==> src/rtl/fir_sched_pkg.sv <==
// Shared definitions for the FIR channel scheduler: FSM encoding, channel
// indices, default sizes and the enabled-channel search helper.
package fir_sched_pkg;

  typedef enum logic [2:0] {
    IDLE,
    LATCH,
    ISSUE,
    WAIT,
    DONE
  } state_t;

  localparam logic [1:0] CH_A = 2'd0;
  localparam logic [1:0] CH_B = 2'd1;
  localparam logic [1:0] CH_C = 2'd2;

  localparam int DW_DEF  = 12;
  localparam int NCH_DEF = 3;
  localparam int TMO_DEF = 255;

  // Lowest enabled channel index >= from; bit 2 flags that one was found.
  function automatic logic [2:0] find_ch(input logic [2:0] en, input logic [1:0] from);
    logic [2:0] r;
    r = 3'b000;
    for (int i = 2; i >= 0; i--) begin
      if (en[i] && (i >= int'(from))) r = {1'b1, 2'(i)};
    end
    return r;
  endfunction

endpackage

==> src/rtl/fs_edge_sync.sv <==
// Brings the asynchronous f_s level into the clk domain and emits a one-cycle
// tick on its rising edge (tick appears 3 clk cycles after the f_s rise).
module fs_edge_sync (
  input  logic clk,
  input  logic rst,
  input  logic f_s,
  output logic tick
);

  logic s1, s2, s3;

  always_ff @(posedge clk or posedge rst) begin
    if (rst) begin
      s1   <= 1'b0;
      s2   <= 1'b0;
      s3   <= 1'b0;
      tick <= 1'b0;
    end else begin
      s1   <= f_s;
      s2   <= s1;
      s3   <= s2;
      tick <= s2 & ~s3;
    end
  end

endmodule

==> src/rtl/fir_ch_sched.sv <==
// Time-shares one FIR engine across three channels: each f_s frame snapshots
// the inputs and issues the enabled channels in ascending order.
module fir_ch_sched
  import fir_sched_pkg::*;
#(
  parameter int DW  = DW_DEF,
  parameter int NCH = NCH_DEF,
  parameter int TMO = TMO_DEF
) (
  input  logic                 clk,
  input  logic                 rst,
  input  logic                 f_s,
  input  logic [NCH-1:0]       ch_en,
  input  logic signed [DW-1:0] din_a,
  input  logic signed [DW-1:0] din_b,
  input  logic signed [DW-1:0] din_c,
  output logic                 fir_start,
  output logic [1:0]           fir_ch,
  output logic signed [DW-1:0] fir_din,
  input  logic                 fir_done,
  input  logic signed [DW-1:0] fir_dout,
  output logic signed [DW-1:0] dout_a,
  output logic signed [DW-1:0] dout_b,
  output logic signed [DW-1:0] dout_c,
  output logic                 dout_valid,
  output logic                 busy,
  output logic                 overrun,
  output logic                 timeout_err,
  input  logic                 err_clr
);

  localparam int CW = $clog2(TMO + 1);

  state_t               state, state_nx;
  logic                 tick;
  logic [NCH-1:0]       snap_en;
  logic signed [DW-1:0] snap_a, snap_b, snap_c;
  logic [CW-1:0]        wd;
  logic [2:0]           first, nxt;
  logic                 tmo_hit, ch_end;

  function automatic logic signed [DW-1:0] pick(input logic signed [DW-1:0] a,
                                                input logic signed [DW-1:0] b,
                                                input logic signed [DW-1:0] c,
                                                input logic [1:0] idx);
    logic signed [DW-1:0] r;
    case (idx)
      CH_A:    r = a;
      CH_B:    r = b;
      default: r = c;
    endcase
    return r;
  endfunction

  fs_edge_sync u_sync (
    .clk  (clk),
    .rst  (rst),
    .f_s  (f_s),
    .tick (tick)
  );

  assign first   = find_ch(ch_en, 2'd0);
  assign nxt     = find_ch(snap_en, fir_ch + 2'd1);
  // wd holds cycles elapsed since fir_start; a done in the deadline cycle still wins
  assign tmo_hit = (wd == CW'(TMO - 1));
  assign ch_end  = (state == WAIT) && (fir_done || tmo_hit);

  assign fir_start  = (state == ISSUE);
  assign dout_valid = (state == DONE);
  assign busy       = (state != IDLE);

  always_comb begin
    state_nx = state;
    case (state)
      IDLE:    if (tick) state_nx = LATCH;
      LATCH:   state_nx = first[2] ? ISSUE : DONE;
      ISSUE:   state_nx = WAIT;
      WAIT:    if (ch_end) state_nx = nxt[2] ? ISSUE : DONE;
      DONE:    state_nx = IDLE;
      default: state_nx = IDLE;
    endcase
  end

  always_ff @(posedge clk or posedge rst) begin
    if (rst) state <= IDLE;
    else     state <= state_nx;
  end

  always_ff @(posedge clk or posedge rst) begin
    if (rst) begin
      snap_en     <= '0;
      snap_a      <= '0;
      snap_b      <= '0;
      snap_c      <= '0;
      fir_ch      <= CH_A;
      fir_din     <= '0;
      wd          <= '0;
      dout_a      <= '0;
      dout_b      <= '0;
      dout_c      <= '0;
      overrun     <= 1'b0;
      timeout_err <= 1'b0;
    end else begin
      case (state)
        LATCH: begin
          snap_en <= ch_en;
          snap_a  <= din_a;
          snap_b  <= din_b;
          snap_c  <= din_c;
          if (first[2]) begin
            fir_ch  <= first[1:0];
            fir_din <= pick(din_a, din_b, din_c, first[1:0]);
          end
        end
        ISSUE: wd <= CW'(1);
        WAIT: begin
          wd <= wd + 1'b1;
          if (fir_done) begin
            case (fir_ch)
              CH_A:    dout_a <= fir_dout;
              CH_B:    dout_b <= fir_dout;
              default: dout_c <= fir_dout;
            endcase
          end
          if (ch_end && nxt[2]) begin
            fir_ch  <= nxt[1:0];
            fir_din <= pick(snap_a, snap_b, snap_c, nxt[1:0]);
          end
        end
        default: ;
      endcase

      if (ch_end && !fir_done) timeout_err <= 1'b1;
      else if (err_clr)        timeout_err <= 1'b0;

      if (tick && (state != IDLE)) overrun <= 1'b1;
      else if (err_clr)            overrun <= 1'b0;
    end
  end

endmodule

==> config.mk <==
export PLATFORM = sky130hd
export DESIGN_NAME = fir_ch_sched
export DESIGN_NICKNAME = d
export VERILOG_FILES = /design/src/rtl/fir_sched_pkg.sv /design/src/rtl/fs_edge_sync.sv /design/src/rtl/fir_ch_sched.sv
export SDC_FILE = /design/constraint.sdc
export NUM_CORES = 1
export LEC_CHECK = 0
export CAP_MARGIN = 20
export CORE_ASPECT_RATIO = 0.5
export CORE_MARGIN = 8
export CORE_UTILIZATION = 42
export DETAILED_ROUTE_END_ITERATION = 8
export PLACE_DENSITY = 0.71
export SYNTH_ARGS = -nofsm -noshare
export SYNTH_HDL_FRONTEND = slang
export SYNTH_SLANG_ARGS = --single-unit
==> constraint.sdc <==
create_clock -name clk -period 3.8 [get_ports clk]
set_clock_uncertainty 0.1 [all_clocks]
set_input_delay 0.76 -clock clk [delete_from_list [all_inputs] [get_ports clk]]
set_output_delay 0.76 -clock clk [all_outputs]
set_load 0.02 [all_outputs]
==> summary.md <==
| Metric | Value |
|---|---|
| Outcome | finished clean |
| Reg clk slew, reported paths | 70 ps |
| Synth Area in Simple Gates | 0.0994 |
| CP endpoint | fir_start |
| Cells along the critical path | nand2b_1, nor2_1, clkdlybuf4s50_1 |
| Finish-stage setup viols | 0 |
| Peak supply drop | 0.000443 V |
| Vias | 3,682 |
| Setup ws final | 802 ps |
| Remaining global-route overflow | 0 |
| Slowest-stage cell, CP | clkdlybuf4s50_1 |
| Pleak | 2.70 nW |
| Post_cts resized | 0 |
| Worst EP required | 2940 ps |
| Nets@finish | around 570 |
| Row cnt | 28 |
| Commonest non-fill, non-tap cell in the layout | clkdlybuf4s50_1 |
| Worst Setup End Kind | output pin |
| Reg-to-Reg End | dout_a[2] |
| Min-Delay Path Depth | 0 |
| Core area | between 10,000 and 15,000 um2 |
| Worst setup path class | flip-flop to output pin |
| Dpl hpwl | 8830 um |
| Cells after Synth | between 400 and 500 |
| Most frequent cells in the layout | clkdlybuf4s50_1, dfrtp_1, mux2_2 |
| Pre-Repair DR Iteration Count | 6 |
| CTS Buf Count | 9 |
| Synth Flop Type | dfrtp_1 |
| Avg Inst Size Synth | around 12 um2 |
| R2R Setup Slk | about 1100 ps |
| Clock sinks | approximately 110 |
| Initial Utilization | 0.426 |
| Share of cells above drive strength 1 | 0.220 |
| Synth cell types | 42 |
| Initial antenna violation count | 0 |
| DR iter-0 viols | 203 |
| WL final | 12,900 um |
| Crit share post-route | 0.789 |
| Net count after synthesis | roughly 460 |
| CTS tree | yes |
| Post-synthesis register bit count | 106 |
| Cells on worst reg2reg path | 4 |
| Skew-Pair Late Insertion Delay | 340 ps |
| Critical Path Start | state[1] |
| Worst Setup Start Kind | flip-flop |
| Maximum clock rate | ~330 MHz |
| Largest family of logic cells by synthesized area | multiplexers |
| Die area | 15,800 um2 |
| Average wire per standard cell | roughly 19 um |
| # IOs | 111 |
| Total Routing Usage GR | 0.167 |
| Vias in the first global route | 3,830 |
| RSZ-0062 raised after global routing | false |
| Bufs on Longest Clock Path | 2 |
| Root buffer cell | clkbuf_16 |
| Die Ht | just over 90 um |
| Post-synthesis mux area share | 0.187 |
| Ant. Diodes | 0 |
| Synth Area in XOR/XNOR | 0 |
| DR DRC count | 0 |
| Synth Area in Adders | 0.0151 |
| Largest net degree at the start of global routing | 56 |
| Pwr/cell area | 880 nW/um2 |
| Layout area overhead | 32.8% |
| Via-to-Cell Ratio | 5.45 |
| Routed Antenna Nets | 0 |
| Async set-reset flop share out of synthesis | 1.00 |
| Dpl ws | 946 ps |
| Reg2reg start | state[1] |
| Max-Cap Viols | 0 |
| Final GP Congestion | 0.771 |
| Compound-Gate Fraction of Synth Area | 0.132 |
| Die span in x | 170 um |
| Mapped Area | slightly below 5000 um2 |
| Worst-Margin Slew | 903 ps |
| Max incr delay on CP | 630 ps |
| Minimum clock period | ~3000 ps |
| Slew Limit Fails | 0 |
| Synth warn | 0 |
| Hold Crit Class | flip-flop to flip-flop |
| Max_slew headroom | 0.396 |
| Worst EP arrival | roughly 2100 ps |
| Final-report hold violation count | 0 |
| CP max FO | 15 |
| Postcts setup bufs | 0 |
| Fill count | 988 |
| H-Tree Depth | 3 |
| First-pass GRT wire length | 20,900 um |
| Post-synth EDFFs | 0 |
| Setup_tns | 0 ps |
| Cts hold-fix bufs | 0 |
| Seq/Total Area, Yosys | 0.533 |
| I/O Buffers | 110 |
## worst min-delay path by stage
stage	startpoint	end	slack (ps)
after global routing	u_sync.s1	u_sync.s2	270
after global placement	u_sync.s1	u_sync.s2	230
after CTS	u_sync.s1	u_sync.s2	260
after detailed placement	u_sync.s1	u_sync.s2	250
final	u_sync.s1	u_sync.s2	260
after floorplan	u_sync.s1	u_sync.s2	230
## routing by layer
metal / routed length [um] / up-vias / GRT usage
li1: - / 1720 / -
met1: 5930 / 1853 / 0.221
met2: 6000 / 105 / 0.263
met3: 901 / 4 / 0.0556
met4: 74 / 0 / 0.0395
met5: 0 / - / 0
## critical path: cells and delay by family (launching register included)
kind	cells	cell delay [ps]
simple gates	2	580
buf+inv	1	630
flops	1	580
## report_power, final
| part | internal [mW] | total, mW | switching (mW) |
|---|---|---|---|
| clock network | 0.617 | 1.03 | 0.415 |
| logic | 1.41 | 2.81 | 1.40 |
| registers | 1.65 | 1.97 | 0.322 |
## flip-flops by register name, summed over array words and instances (netlist names), 2 cells and up
| name | flops |
|---|---|
| dout_a | 12 |
| dout_b | 12 |
| dout_c | 12 |
| fir_ch | 2 |
| fir_din | 12 |
| snap_a | 12 |
| snap_b | 12 |
| snap_c | 12 |
| snap_en | 3 |
| state | 3 |
| wd | 8 |
## cells by family after synthesis
logic type / Yosys count
adder cells (fa/ha/maj): 6
flip-flops: 106
AND/OR/NAND/NOR: 82
AO/OA/AOI/OAI: 89
buffers and inverters: 36
multiplexers: 83
## cells in the mapped netlist, types with 2 or more instances
library cell,count,share of area
o21ai_0,9,0.0091
nand4b_1,13,0.023
and3_1,14,0.018
nand3_1,7,0.0070
mux2i_1,6,0.012
a21boi_0,12,0.018
ha_1,6,0.015
buf_6,2,0.0045
inv_1,7,0.0053
nand2_1,13,0.0098
mux2_2,76,0.17
buf_2,9,0.0091
nand4_1,2,0.0025
clkbuf_1,16,0.012
nor3_1,3,0.0030
nand2b_1,4,0.0050
o21a_1,12,0.018
a31oi_1,22,0.028
nand3b_1,2,0.0030
a21oi_1,3,0.0030
o221ai_1,12,0.021
o311ai_0,12,0.021
dfrtp_1,106,0.53
a31oi_2,2,0.0050
nor2_1,13,0.0098
nor2b_1,3,0.0038
## layout make-up
cell class	count	area, um2	share of cell area
tap	165	206	0.0313
multi-input combinational	260	2160	0.327
inverter	7	28.8	0.00436
clock buffer	11	253	0.0383
sequential	106	2650	0.402
timing repair buffer	121	1220	0.184
clock inverter	5	85.1	0.0129
## per-stage QoR
| stage | power (mW) | cell area [um2] | utilization | cells | hold WS [ps] |
|---|---|---|---|---|---|
| floorplan | 3.72 | 4970 | - | 402 | 231 |
| global placement | 4.72 | 6240 | 0.535 | 658 | 233 |
| detailed placement | 4.78 | 6240 | 0.535 | 658 | 250 |
| CTS | 5.83 | 6580 | 0.564 | 674 | 265 |
| global route | 6.18 | 6600 | 0.566 | 675 | 269 |
| finish | 5.81 | 6600 | 0.566 | 675 | 262 |
(Power assumes the default switching activity.)
